**src/rtl/maj7_vote_collector.sv**
```systemverilog
`default_nettype none
// ============================================================================
// maj7_vote_collector: serial vote collector; assembles NVOTES single-bit votes
// into a frame and presents vector, popcount and majority on valid/ready.
// Revision: 1.0
// ============================================================================
module maj7_vote_collector #(
  parameter int NVOTES = 7,
  localparam int CW = $clog2(NVOTES + 1)
) (
  input  logic              clk,
  input  logic              rst_n,
  input  logic              in_valid,
  output logic              in_ready,
  input  logic              in_bit,
  input  logic              flush,
  output logic              out_valid,
  input  logic              out_ready,
  output logic [NVOTES-1:0] out_vec,
  output logic [CW-1:0]     out_count,
  output logic              out_maj
);

  localparam int MAJ = (NVOTES + 1) / 2;

  typedef enum logic [0:0] {
    S_COLLECT = 1'b0,
    S_HOLD    = 1'b1
  } state_t;

  state_t            state_q, state_d;
  logic [CW-1:0]     idx_q, idx_d;
  logic [CW-1:0]     cnt_q, cnt_d;
  logic [NVOTES-1:0] vec_q, vec_d;
  logic [NVOTES-1:0] out_vec_q, out_vec_d;
  logic [CW-1:0]     out_count_q, out_count_d;
  logic              out_maj_q, out_maj_d;

  always_ff @(posedge clk or negedge rst_n) begin
    if (!rst_n) begin
      state_q     <= S_COLLECT;
      idx_q       <= '0;
      cnt_q       <= '0;
      vec_q       <= '0;
      out_vec_q   <= '0;
      out_count_q <= '0;
      out_maj_q   <= 1'b0;
    end else begin
      state_q     <= state_d;
      idx_q       <= idx_d;
      cnt_q       <= cnt_d;
      vec_q       <= vec_d;
      out_vec_q   <= out_vec_d;
      out_count_q <= out_count_d;
      out_maj_q   <= out_maj_d;
    end
  end

  always_comb begin
    state_d     = state_q;
    idx_d       = idx_q;
    cnt_d       = cnt_q;
    vec_d       = vec_q;
    out_vec_d   = out_vec_q;
    out_count_d = out_count_q;
    out_maj_d   = out_maj_q;

    // flush outranks both handshakes; result registers keep their stale values
    if (flush) begin
      state_d = S_COLLECT;
      idx_d   = '0;
      cnt_d   = '0;
      vec_d   = '0;
    end else begin
      case (state_q)
        S_COLLECT: begin
          if (in_valid) begin
            vec_d[idx_q] = in_bit;
            cnt_d        = cnt_q + CW'(in_bit);
            idx_d        = idx_q + CW'(1);
            if (idx_q == CW'(NVOTES - 1)) begin
              state_d     = S_HOLD;
              out_vec_d   = vec_d;
              out_count_d = cnt_d;
              out_maj_d   = (cnt_d >= CW'(MAJ));
            end
          end
        end
        S_HOLD: begin
          if (out_ready) begin
            state_d = S_COLLECT;
            idx_d   = '0;
            cnt_d   = '0;
            vec_d   = '0;
          end
        end
        default: state_d = S_COLLECT;
      endcase
    end
  end

  assign in_ready  = (state_q == S_COLLECT);
  assign out_valid = (state_q == S_HOLD);
  assign out_vec   = out_vec_q;
  assign out_count = out_count_q;
  assign out_maj   = out_maj_q;

endmodule
`default_nettype wire

```
**config.mk**
```make
export PLATFORM = sky130hd
export DESIGN_NAME = maj7_vote_collector
export DESIGN_NICKNAME = d
export VERILOG_FILES = /design/src/rtl/maj7_vote_collector.sv
export SDC_FILE = /design/constraint.sdc
export NUM_CORES = 1
export LEC_CHECK = 0
export ABC_AREA = 1
export CORE_MARGIN = 10
export CORE_UTILIZATION = 56
export DETAILED_ROUTE_END_ITERATION = 12
export PLACE_DENSITY = 0.91
export SLEW_MARGIN = 10
export SYNTH_ARGS = -nofsm -noshare
export SYNTH_HDL_FRONTEND = slang
export SYNTH_SLANG_ARGS = --single-unit
```
**constraint.sdc**
```tcl
create_clock -name clk -period 4.1 [get_ports clk]
set_input_delay 1.025 -clock clk [delete_from_list [all_inputs] [get_ports clk]]
set_output_delay 1.025 -clock clk [all_outputs]
set_load 0.01 [all_outputs]
```
==> load_flow_metrics.sql, run 1 <==
INSERT INTO impl_metrics (metric_group, metric, value, unit) VALUES
('cts', 'cts.sink_count', '24', ''),
('global_routing', 'grt_util_all_layers', '12.24', '%'),
('synth', 'synth-async-reset-ratio', '100.0', '%'),
('power_and_ir_drop', 'post-layout-total-power', '0.4715', 'mW'),
('drt', 'routed-wl-met3', '224', 'um'),
('timing', 'hold_ws', '0.4973', 'ns'),
('synth', 'netlist_area', '1219', 'um2'),
('setup_path', 'critical-path-top-delay-family', 'buffers and inverters', ''),
('timing', 'final-max-slew-violation-count', '0', ''),
('cts', 'ctsHoldBuffers', '0', ''),
('drt', 'drt_iter0_drc', '79', ''),
('finish', 'final_core_utilization', '70.98', '%'),
('floorplanning', 'core', '2022', 'um2'),
('floorplanning', 'floorplan.initialDensity', '60.27', '%'),
('setup_path', 'cp_num_cells', '2', ''),
('floorplanning', 'floorplan.die_area', '4442', 'um2'),
('worst_hold_path', 'min-delay-path-class', 'flop to flop', ''),
('synth', 'synth_area_leaders', 'dfrtp_1 49%, nand2_1 19%, nand3_1 6.6%', ''),
('synth', 'dominantRegCellSynth', 'dfrtp_1', ''),
('synth', 'synth_net_count', '159', ''),
('drt', 'topRoutingLayerUsed', 'met4', ''),
('power_and_ir_drop', 'total_power_divided_by_cell_area', '328.5', 'nW/um2'),
('finish', 'area.growth.synth_to_final', '17.76', '%'),
('power_and_ir_drop', 'p_comb_share', '10.6', '%'),
('cts', 'cts-buffers-inserted', '3', ''),
('setup_path', 'crit_required', '3.07', 'ns'),
('drt', 'post_drt_via_cell_ratio', '5.240', ''),
('global_routing', 'largest_net_degree_at_the_start_of_global_routing', '25', ''),
('cts', 'cts_buffer_depth', '2', ''),
('drt', 'avgRoutedWirePerCell', '13.34', 'um'),
('power_and_ir_drop', 'worst_ir_drop_vdd', '0.2088', 'mV'),
('placed_design', 'gpl.final_weighted_congestion', '0.8123', ''),
('placed_design', 'buffer_ports.inserted', '18', ''),
('cts', 'post_cts_buffers', '0', ''),
('cts', 'clock-root-buffer', 'clkbuf_4', ''),
('setup_path', 'arrival', '1.41', 'ns'),
('floorplanning', 'floorplan.die.height', '66.65', 'um'),
('drt', 'route.final.wire_length', '2561', 'um'),
('synth', 'yosysSeqAreaShare', '49.28', '%'),
('global_routing', 'first_pass_grt_wire_length', '4360', 'um'),
('finish', 'num_antenna_cells', '0', ''),
('worst_hold_path', 'worst_hold_path.num_cells', '2', ''),
('setup_path', 'critical_path.max_stage_delay', '0.54', 'ns'),
('placed_design', 'placedCellCount', '188', ''),
('timing', 'report.final.hold_viol_count', '0', ''),
('job', 'max-cap-violations', '0', ''),
('setup_path', 'worstPathCellList', 'inv_1, clkdlybuf4s50_1', ''),
('synth', 'yosys_register_bits', '24', ''),
('cts', 'post_cts.resized_instances', '0', ''),
('global_routing', 'grt_overflow', '0', ''),
('setup_path', 'timing.reg2reg.worst_path_depth', '5', ''),
('synth', 'syn_avg_cell_area', '8.179', 'um2'),
('power_and_ir_drop', 'power.switching_fraction', '23.25', '%'),
('timing', 'fmax', '410.4', 'MHz'),
('drt', 'wl_met1', '1070', 'um'),
('timing', 'transition_time_at_the_pin_with_the_least_slew_margin', '1.030', 'ns'),
('setup_path', 'setup.worst_path.start_class', 'flop', ''),
('floorplanning', 'die_x_extent', '66.65', 'um'),
('drt', 'final_antenna_violating_net_count', '0', ''),
('power_and_ir_drop', 'intPower', '0.3619', 'mW'),
('outcome', 'run_status', 'complete, no violations', ''),
('power_and_ir_drop', 'p_seq_share', '53.7', '%'),
('synth', 'synth_cells', '149', ''),
('setup_path', 'worstSetupPathType', 'flop to output pin', ''),
('synth', 'number_of_synthesized_flops_with_an_enable_pin', '0', ''),
('timing', 'finalSetupViolCount', '0', ''),
('timing', 'fin_crit', '2.437', 'ns'),
('drt', 'wl_met2', '1221', 'um'),
('cts', 'clkTransAtPathRegs', '0.13', 'ns'),
('synth', 'ys_top_cells_by_count', '61 x nand2_1, 24 x dfrtp_1, 16 x nand3_1', ''),
('synth', 'post-synth-top-area-cell', 'dfrtp_1', '');
==> worst register-to-register path: stages, from the launching register on <==
cell	delay, ns
dfrtp_1	0.52
inv_1	0.21
ha_1	0.23
nand4_2	0.33
nand2_1	0.23
o21ai_2	0.07
==> layer usage <==
layer | GRT usage [%] | vias up
met5 | 0 | -
met4 | 5.497 | 0
met3 | 3.010 | 6
met2 | 20.26 | 45
met1 | 14.48 | 454
li1 | - | 501
==> cells by family after synthesis <==
group           count (synthesis)  share of synthesized area (%)
compound gates                  9                          4.312
xor+xnor                        1                         0.7188
flops                          24                          49.28
simple gates                   90                          32.85
fa+ha+maj                       4                          4.107
buf+inv                        21                          8.726
==> placed cells by master (no fill, tap or decap) <==
cell type	netlist	layout
bufinv_16	0	1
clkbuf_4	0	3
clkdlybuf4s50_1	0	18
dfrtp_1	24	24
ha_1	4	4
inv_1	14	14
inv_2	1	1
nand2_1	61	61
nand2_2	2	2
nand3_1	16	16
nand3b_1	1	1
nand4_1	4	4
nand4_2	1	1
nor2_1	3	3
nor2_4	2	2
o21ai_0	6	6
o21ai_1	1	1
o21ai_2	2	2
xnor2_1	1	1
==> metrics by stage <==
stage | instance area (um2) | setup WS, ns
after global placement | 1383 | 1.754
after detailed placement | 1383 | 1.701
final | 1435 | 1.663
after CTS | 1435 | 1.658
after global routing | 1435 | 1.631
after floorplan | 1219 | 2.310
==> power groups by stage <==
stage / sequential, mW / combinational (mW) / clock, mW
final: 0.253 / 0.0498 / 0.169
after global routing: 0.255 / 0.0570 / 0.182
after CTS: 0.253 / 0.0497 / 0.171
after detailed placement: 0.257 / 0.0490 / 0
after global placement: 0.257 / 0.0472 / 0
after floorplan: 0.254 / 0.0327 / 0
==> final timing paths <==
path                            startpoint            to  slack [ns]
worst max-delay path             out_valid      in_ready        1.66
worst min-delay path            out_vec[5]    out_vec[5]        0.50
worst max register to register    idx_q[0]  out_count[1]        2.42
worst min register to register  out_vec[5]    out_vec[5]        0.50
max in group asynchronous            rst_n      idx_q[0]        2.23
min in group asynchronous            rst_n     out_valid        1.26
==> layout make-up <==
type	count	area (um2)	area share, %
clock buffer	3	22.52	1.569
clock inverter	1	30.03	2.092
inverter	15	56.30	3.923
multi-input combinational	104	511.7	35.66
sequential	24	600.6	41.85
tap	27	33.78	2.354
timing repair buffer	18	180.2	12.55
==> state kept, by name (all words and copies together) (netlist names) <==
name,count
out_vec,7
vec_q,7
cnt_q,3
idx_q,3
out_count,3
out_valid,1
Note: power is estimated with default switching activity, not from simulation.
==> run 2, diff against run 1 <==
Settings changed: CORE_UTILIZATION 56 to 52, PLACE_DENSITY 0.91 to 0.86.
Clock period 4.1 ns to 2.5 ns, I/O delays scaled along.
==> load_flow_metrics.sql, run 2 (same netlist as run 1, synthesis figures left out) <==
INSERT INTO impl_metrics (metric_group, metric, value, unit) VALUES
('cts', 'clk_latency', '0.32', 'ns'),
('floorplanning', 'core', '2212', 'um2'),
('cts', 'post_cts_buffers', '0', ''),
('timing', 'report.final.hold_viol_count', '0', ''),
('cts', 'post_cts.resized_instances', '0', ''),
('timing', 'final-max-slew-violation-count', '0', ''),
('placed_design', 'post_dp_cell_area', '1391', 'um2'),
('power_and_ir_drop', 'p_leak', '0.7364', 'nW'),
('floorplanning', 'die_x_extent', '68.41', 'um'),
('setup_path', 'regToRegEndpoint', 'out_count[1]', ''),
('timing', 'post-route-period-util', '81.79', '%'),
('job', 'max-cap-violations', '0', ''),
('timing', 'hold_ws', '0.4954', 'ns'),
('floorplanning', 'floorplan.die.height', '68.41', 'um'),
('placed_design', 'hpwl_after_detailed_placement', '1860', 'um'),
('setup_path', 'cp_num_cells', '2', ''),
('power_and_ir_drop', 'total_power_divided_by_cell_area', '490.0', 'nW/um2'),
('worst_hold_path', 'worstHoldEndpoint', 'out_count[0]', ''),
('worst_hold_path', 'min-delay-path-class', 'flop to flop', ''),
('drt', 'post_drt_via_cell_ratio', '5.144', ''),
('global_routing', 'number_of_global_route_vias_before_repair', '968', ''),
('setup_path', 'cp_max_fo', '4', ''),
('drt', 'drt_iter0_drc', '30', ''),
('drt', 'drc_errors_left', '0', ''),
('setup_path', 'timing.reg2reg.worst_path_depth', '5', ''),
('worst_hold_path', 'worst_hold_path.num_cells', '2', ''),
('drt', 'avgRoutedWirePerCell', '12.36', 'um'),
('setup_path', 'worst_r2r_startpoint', 'idx_q[0]', ''),
('worst_hold_path', 'min-delay-start', 'out_count[0]', ''),
('setup_path', 'timing.critical_path.slowest_stage_cell', 'clkdlybuf4s50_1', ''),
('finish', 'multiInputGateArea', '511.7', 'um2'),
('floorplanning', 'floorplan.initialDensity', '55.09', '%'),
('timing', 'transition_time_at_the_pin_with_the_least_slew_margin', '0.3715', 'ns'),
('timing', 'finalSetupViolCount', '0', ''),
('global_routing', 'first_pass_grt_wire_length', '4119', 'um'),
('setup_path', 'critical_path.max_stage_delay', '0.53', 'ns'),
('setup_path', 'crit_path_end_kind', 'output pin', ''),
('placed_design', 'buffer_ports.inserted', '18', ''),
('finish', 'finish.instance_area', '1428', 'um2'),
('cts', 'clkTransAtPathRegs', '0.13', 'ns'),
('cts', 'ctsHoldBuffers', '0', ''),
('cts', 'cts_buffer_depth', '2', ''),
('drt', 'final_antenna_violating_net_count', '0', ''),
('timing', 'fmax', '489.1', 'MHz'),
('placed_design', 'gpl.final_weighted_congestion', '0.8845', ''),
('finish', 'filler_cell_count', '183', ''),
('finish', 'area.growth.synth_to_final', '17.15', '%'),
('setup_path', 'cp.buffers_inverters', '2', ''),
('finish', 'final_layout_size_suffix_gt1_share', '7.831', '%'),
('finish', 'mostFrequentLayoutCells', '61 x nand2_1, 24 x dfrtp_1, 18 x clkdlybuf4s50_1', ''),
('cts', 'tritoncts', 'yes', ''),
('setup_path', 'arrival', '1.42', 'ns'),
('cts', 'cts.sink_count', '24', ''),
('global_routing', 'grt_util_all_layers', '11.27', '%'),
('floorplanning', 'floorplan.die_area', '4680', 'um2'),
('outcome', 'run_status', 'complete, no violations', ''),
('setup_path', 'setup.worst_path.start_class', 'flop', ''),
('power_and_ir_drop', 'worst_ir_drop_vdd', '0.3617', 'mV'),
('global_routing', 'grt_overflow', '0', ''),
('cts', 'clock-root-buffer', 'clkbuf_4', ''),
('finish', 'sequential_cell_area', '600.6', 'um2'),
('setup_path', 'worst-r2r-setup-slack', '0.90', 'ns'),
('timing', 'relSlewSlack', '75.18', '%'),
('setup_path', 'crit_required', '1.88', 'ns'),
('timing', 'fin_crit', '2.045', 'ns'),
('cts', 'cts-buffers-inserted', '3', ''),
('timing', 'finClkSkew', '0.006114', 'ns'),
('drt', 'drt-pass1-iter-count', '4', ''),
('cts', 'h-tree-depth', '1', ''),
('setup_path', 'worstPathCellList', 'inv_1, clkdlybuf4s50_1', ''),
('drt', 'dr_total_vias', '998', ''),
('timing', 'tns', '0', 'ns'),
('drt', 'route.final.wire_length', '2398', 'um'),
('timing', 'grt_setup_unrepaired', 'false', ''),
('setup_path', 'critical-path-top-delay-family', 'buffers and inverters', ''),
('finish', 'final_common_cell', 'nand2_1', ''),
('floorplanning', 'io_pins', '19', ''),
('finish', 'num_antenna_cells', '0', ''),
('power_and_ir_drop', 'post-layout-total-power', '0.6995', 'mW'),
('finish', 'design.final.nets', '177', ''),
('global_routing', 'grt_antenna_before_repair', '0', ''),
('floorplanning', 'num_rows', '17', ''),
('setup_path', 'worstSetupPathType', 'flop to output pin', ''),
('global_routing', 'largest_net_degree_at_the_start_of_global_routing', '25', '');
[run 2: worst max-delay path by stage]
stage	from	endpoint	slack (ns)
global placement	in_bit	cnt_q[2]	0.54
detailed placement	in_bit	cnt_q[2]	0.48
global route	out_valid	in_ready	0.40
CTS	out_valid	in_ready	0.44
finish	out_valid	in_ready	0.46
floorplan	in_bit	cnt_q[2]	1.11
[run 2: power by group]
group / switching, mW / leakage [nW] / internal (mW)
registers: 0.0143 / 0.329 / 0.401
logic: 0.0488 / 0.387 / 0.0319
clock network: 0.115 / 0.0210 / 0.0891
[run 2: layer usage]
metal	routed length [um]	global-route usage (%)
met5	0	0
met4	46	5.276
met2	1174	19.93
met3	145	2.284
met1	1032	12.60
[run 2: area by class of cell]
| type | count | share of cell area [%] |
|---|---|---|
| Sequential cell | 24 | 42.07 |
| Multi-Input combinational cell | 104 | 35.85 |
| Timing Repair Buffer | 19 | 13.15 |
| Inverter | 15 | 3.944 |
| Clock buffer | 4 | 2.542 |
| Tap cell | 28 | 2.454 |
[run 2: worst register-to-register path: cells and delay by family, from the launching register on]
kind,cells,cell delay [ns]
buf+inv,1,0.21
simple gates,2,0.50
flops,1,0.51
compound gates,1,0.07
fa+ha+maj,1,0.21
[run 2: stage by stage]
stage               worst slack [ns]  util [%]  instances
floorplan                      1.110         -        149
global placement              0.5412     62.90        190
detailed placement            0.4845     62.90        190
CTS                           0.4382     64.54        194
global route                  0.4012     64.54        194
finish                        0.4553     64.54        194
==> run 3, diff against run 2 <==
Settings changed: CORE_UTILIZATION 52 to 47, PLACE_DENSITY 0.86 to 0.82.
Clock period 2.5 ns to 1.83 ns, I/O delays scaled along.
==> load_flow_metrics.sql, run 3 (same netlist as run 1, synthesis figures left out) <==
INSERT INTO impl_metrics (metric_group, metric, value, unit) VALUES
('outcome', 'run_status', 'complete, no violations', ''),
('setup_path', 'timing.critical_path.slowest_stage_cell', 'clkdlybuf4s50_1', ''),
('timing', 'final-max-slew-violation-count', '0', ''),
('drt', 'drt_iter0_drc', '59', ''),
('power_and_ir_drop', 'post-layout-total-power', '0.9640', 'mW'),
('setup_path', 'setup.worst_path.start_class', 'flop', ''),
('power_and_ir_drop', 'total_power_divided_by_cell_area', '650.2', 'nW/um2'),
('setup_path', 'cp_max_fo', '4', ''),
('floorplanning', 'floorplan.initialDensity', '49.19', '%'),
('placed_design', 'gpl.final_weighted_congestion', '0.8834', ''),
('power_and_ir_drop', 'worst_ir_drop_vdd', '0.4715', 'mV'),
('finish', 'mostFrequentLayoutCells', '61 x nand2_1, 24 x dfrtp_1, 17 x clkdlybuf4s50_1', ''),
('setup_path', 'crit_path_end_kind', 'output pin', ''),
('cts', 'h-tree-depth', '1', ''),
('setup_path', 'crit_required', '1.37', 'ns'),
('timing', 'tns', '0', 'ns'),
('finish', 'final_common_cell', 'nand2_1', ''),
('timing', 'relSlewSlack', '74.96', '%'),
('setup_path', 'worstSetupPathType', 'flop to output pin', ''),
('power_and_ir_drop', 'power_switching', '0.2461', 'mW'),
('setup_path', 'arrival', '1.26', 'ns'),
('setup_path', 'cp.buffers_inverters', '1', ''),
('finish', 'finish.instance_area', '1483', 'um2'),
('global_routing', 'first_pass_grt_wire_length', '4685', 'um'),
('finish', 'area.growth.synth_to_final', '21.66', '%'),
('timing', 'finalSetupViolCount', '0', ''),
('cts', 'ctsHoldBuffers', '0', ''),
('cts', 'tritoncts', 'yes', ''),
('cts', 'clock-root-buffer', 'clkbuf_4', ''),
('power_and_ir_drop', 'intPower', '0.7178', 'mW'),
('drt', 'final_antenna_violating_net_count', '0', ''),
('timing', 'report.final.hold_viol_count', '0', ''),
('cts', 'cts_buffer_depth', '2', ''),
('global_routing', 'grt_overflow', '0', ''),
('setup_path', 'worst_r2r_startpoint', 'idx_q[0]', ''),
('finish', 'num_antenna_cells', '0', ''),
('cts', 'cts.sink_count', '24', ''),
('finish', 'design.final.nets', '182', ''),
('setup_path', 'regToRegEndpoint', 'out_count[2]', ''),
('global_routing', 'largest_net_degree_at_the_start_of_global_routing', '25', ''),
('setup_path', 'critical_path.max_stage_delay', '0.55', 'ns'),
('timing', 'fmax', '581.4', 'MHz'),
('job', 'max-cap-violations', '0', ''),
('power_and_ir_drop', 'clock_power_share', '28.7', '%'),
('timing', 'finClkSkew', '0.003849', 'ns'),
('global_routing', 'grt_util_all_layers', '10.87', '%'),
('timing', 'transition_time_at_the_pin_with_the_least_slew_margin', '0.3756', 'ns'),
('cts', 'clkTransAtPathRegs', '0.13', 'ns'),
('power_and_ir_drop', 'p_seq_share', '58.0', '%'),
('global_routing', 'grt_antenna_before_repair', '0', ''),
('floorplanning', 'core', '2477', 'um2'),
('setup_path', 'worstPathCellList', 'clkdlybuf4s50_1', ''),
('power_and_ir_drop', 'power.switching_fraction', '25.53', '%'),
('power_and_ir_drop', 'p_comb_share', '13.3', '%'),
('floorplanning', 'floorplan.die.height', '70.92', 'um'),
('setup_path', 'critical-path-top-delay-family', 'buffers and inverters', ''),
('placed_design', 'post_dp_cell_area', '1436', 'um2'),
('setup_path', 'timing.reg2reg.worst_path_depth', '6', ''),
('finish', 'final_layout_size_suffix_gt1_share', '10.53', '%'),
('global_routing', 'number_of_global_route_vias_before_repair', '1039', ''),
('drt', 'avgRoutedWirePerCell', '13.00', 'um'),
('drt', 'drt-pass1-iter-count', '5', ''),
('drt', 'post_drt_via_cell_ratio', '5.159', ''),
('timing', 'fin_crit', '1.720', 'ns'),
('floorplanning', 'die_x_extent', '70.92', 'um'),
('floorplanning', 'num_rows', '18', ''),
('cts', 'cts-buffers-inserted', '3', ''),
('finish', 'final_core_utilization', '59.85', '%'),
('placed_design', 'buffer_ports.inserted', '18', ''),
('drt', 'route.final.wire_length', '2612', 'um'),
('drt', 'drc_errors_left', '0', ''),
('timing', 'post-route-period-util', '93.98', '%'),
('power_and_ir_drop', 'p_leak', '0.7673', 'nW'),
('setup_path', 'worst-r2r-setup-slack', '0.50', 'ns'),
('floorplanning', 'io_pins', '19', ''),
('placed_design', 'hpwl_after_detailed_placement', '1998', 'um'),
('cts', 'clk_latency', '0.30', 'ns'),
('drt', 'dr_total_vias', '1037', ''),
('worst_hold_path', 'min-delay-path-class', 'primary input to async pin', ''),
('floorplanning', 'floorplan.die_area', '5030', 'um2'),
('timing', 'grt_setup_unrepaired', 'false', '');
run 3: cell types whose count changed in the layout (fill, tap and decap cells not counted), sizes merged:
cell	previous run	this run
buf	1	6
clkdlybuf4s50	18	17
dlymetal6s2s	0	1
run 3: layer usage:
metal  global-route usage (%)  vias up  share of wire (%)
li1                         -      514                  -
met1                    13.25      492                 44
met2                    18.10       27                 47
met3                    3.487        4                7.6
met4                    2.581        0               0.80
met5                        0        -                  0
run 3: power by group through the flow:
stage	clock network (mW)	registers, mW	logic, mW
after CTS	0.283	0.559	0.130
after global routing	0.300	0.562	0.144
final	0.277	0.559	0.128
after global placement	0	0.568	0.124
after floorplan	0	0.569	0.0734
after detailed placement	0	0.569	0.129
run 3: metrics by stage:
stage | setup WS [ns] | cells | hold slack (ns)
after detailed placement | 0.06100 | 196 | 0.4647
after floorplan | 0.4636 | 149 | 0.1619
after global placement | 0.1085 | 196 | 0.4635
after CTS | 0.003896 | 201 | 0.4988
after global routing | 0.05861 | 201 | 0.5148
final | 0.1101 | 201 | 0.4923
run 3: how the worst max path moves through the flow:
stage | slack, ns | end | startpoint | cells past startpoint
6_report | 0.11 | out_valid | out_valid | 1
5_1_grt | 0.06 | out_valid | out_valid | 1
4_1_cts | 0.004 | in_ready | out_valid | 2
3_5_place_dp | 0.06 | cnt_q[2] | in_bit | 5
3_3_place_gp | 0.11 | cnt_q[2] | in_bit | 5
2_1_floorplan | 0.46 | out_vec[2] | idx_q[0] | 7
run 3: timing repair:
item,CTS,global route
buffers inserted,1,0
gates resized for setup,0,1
setup endpoints to repair,1,1
cloned,0,0
run 3: cell type report:
cell class              count  area [um2]
clock buffers               4       36.28
fillers                   228       994.7
inverters                  15       56.30
multi-input cells         104       511.7
flip-flops and latches     24       600.6
well taps                  30       37.54
repair buffers             24       240.2
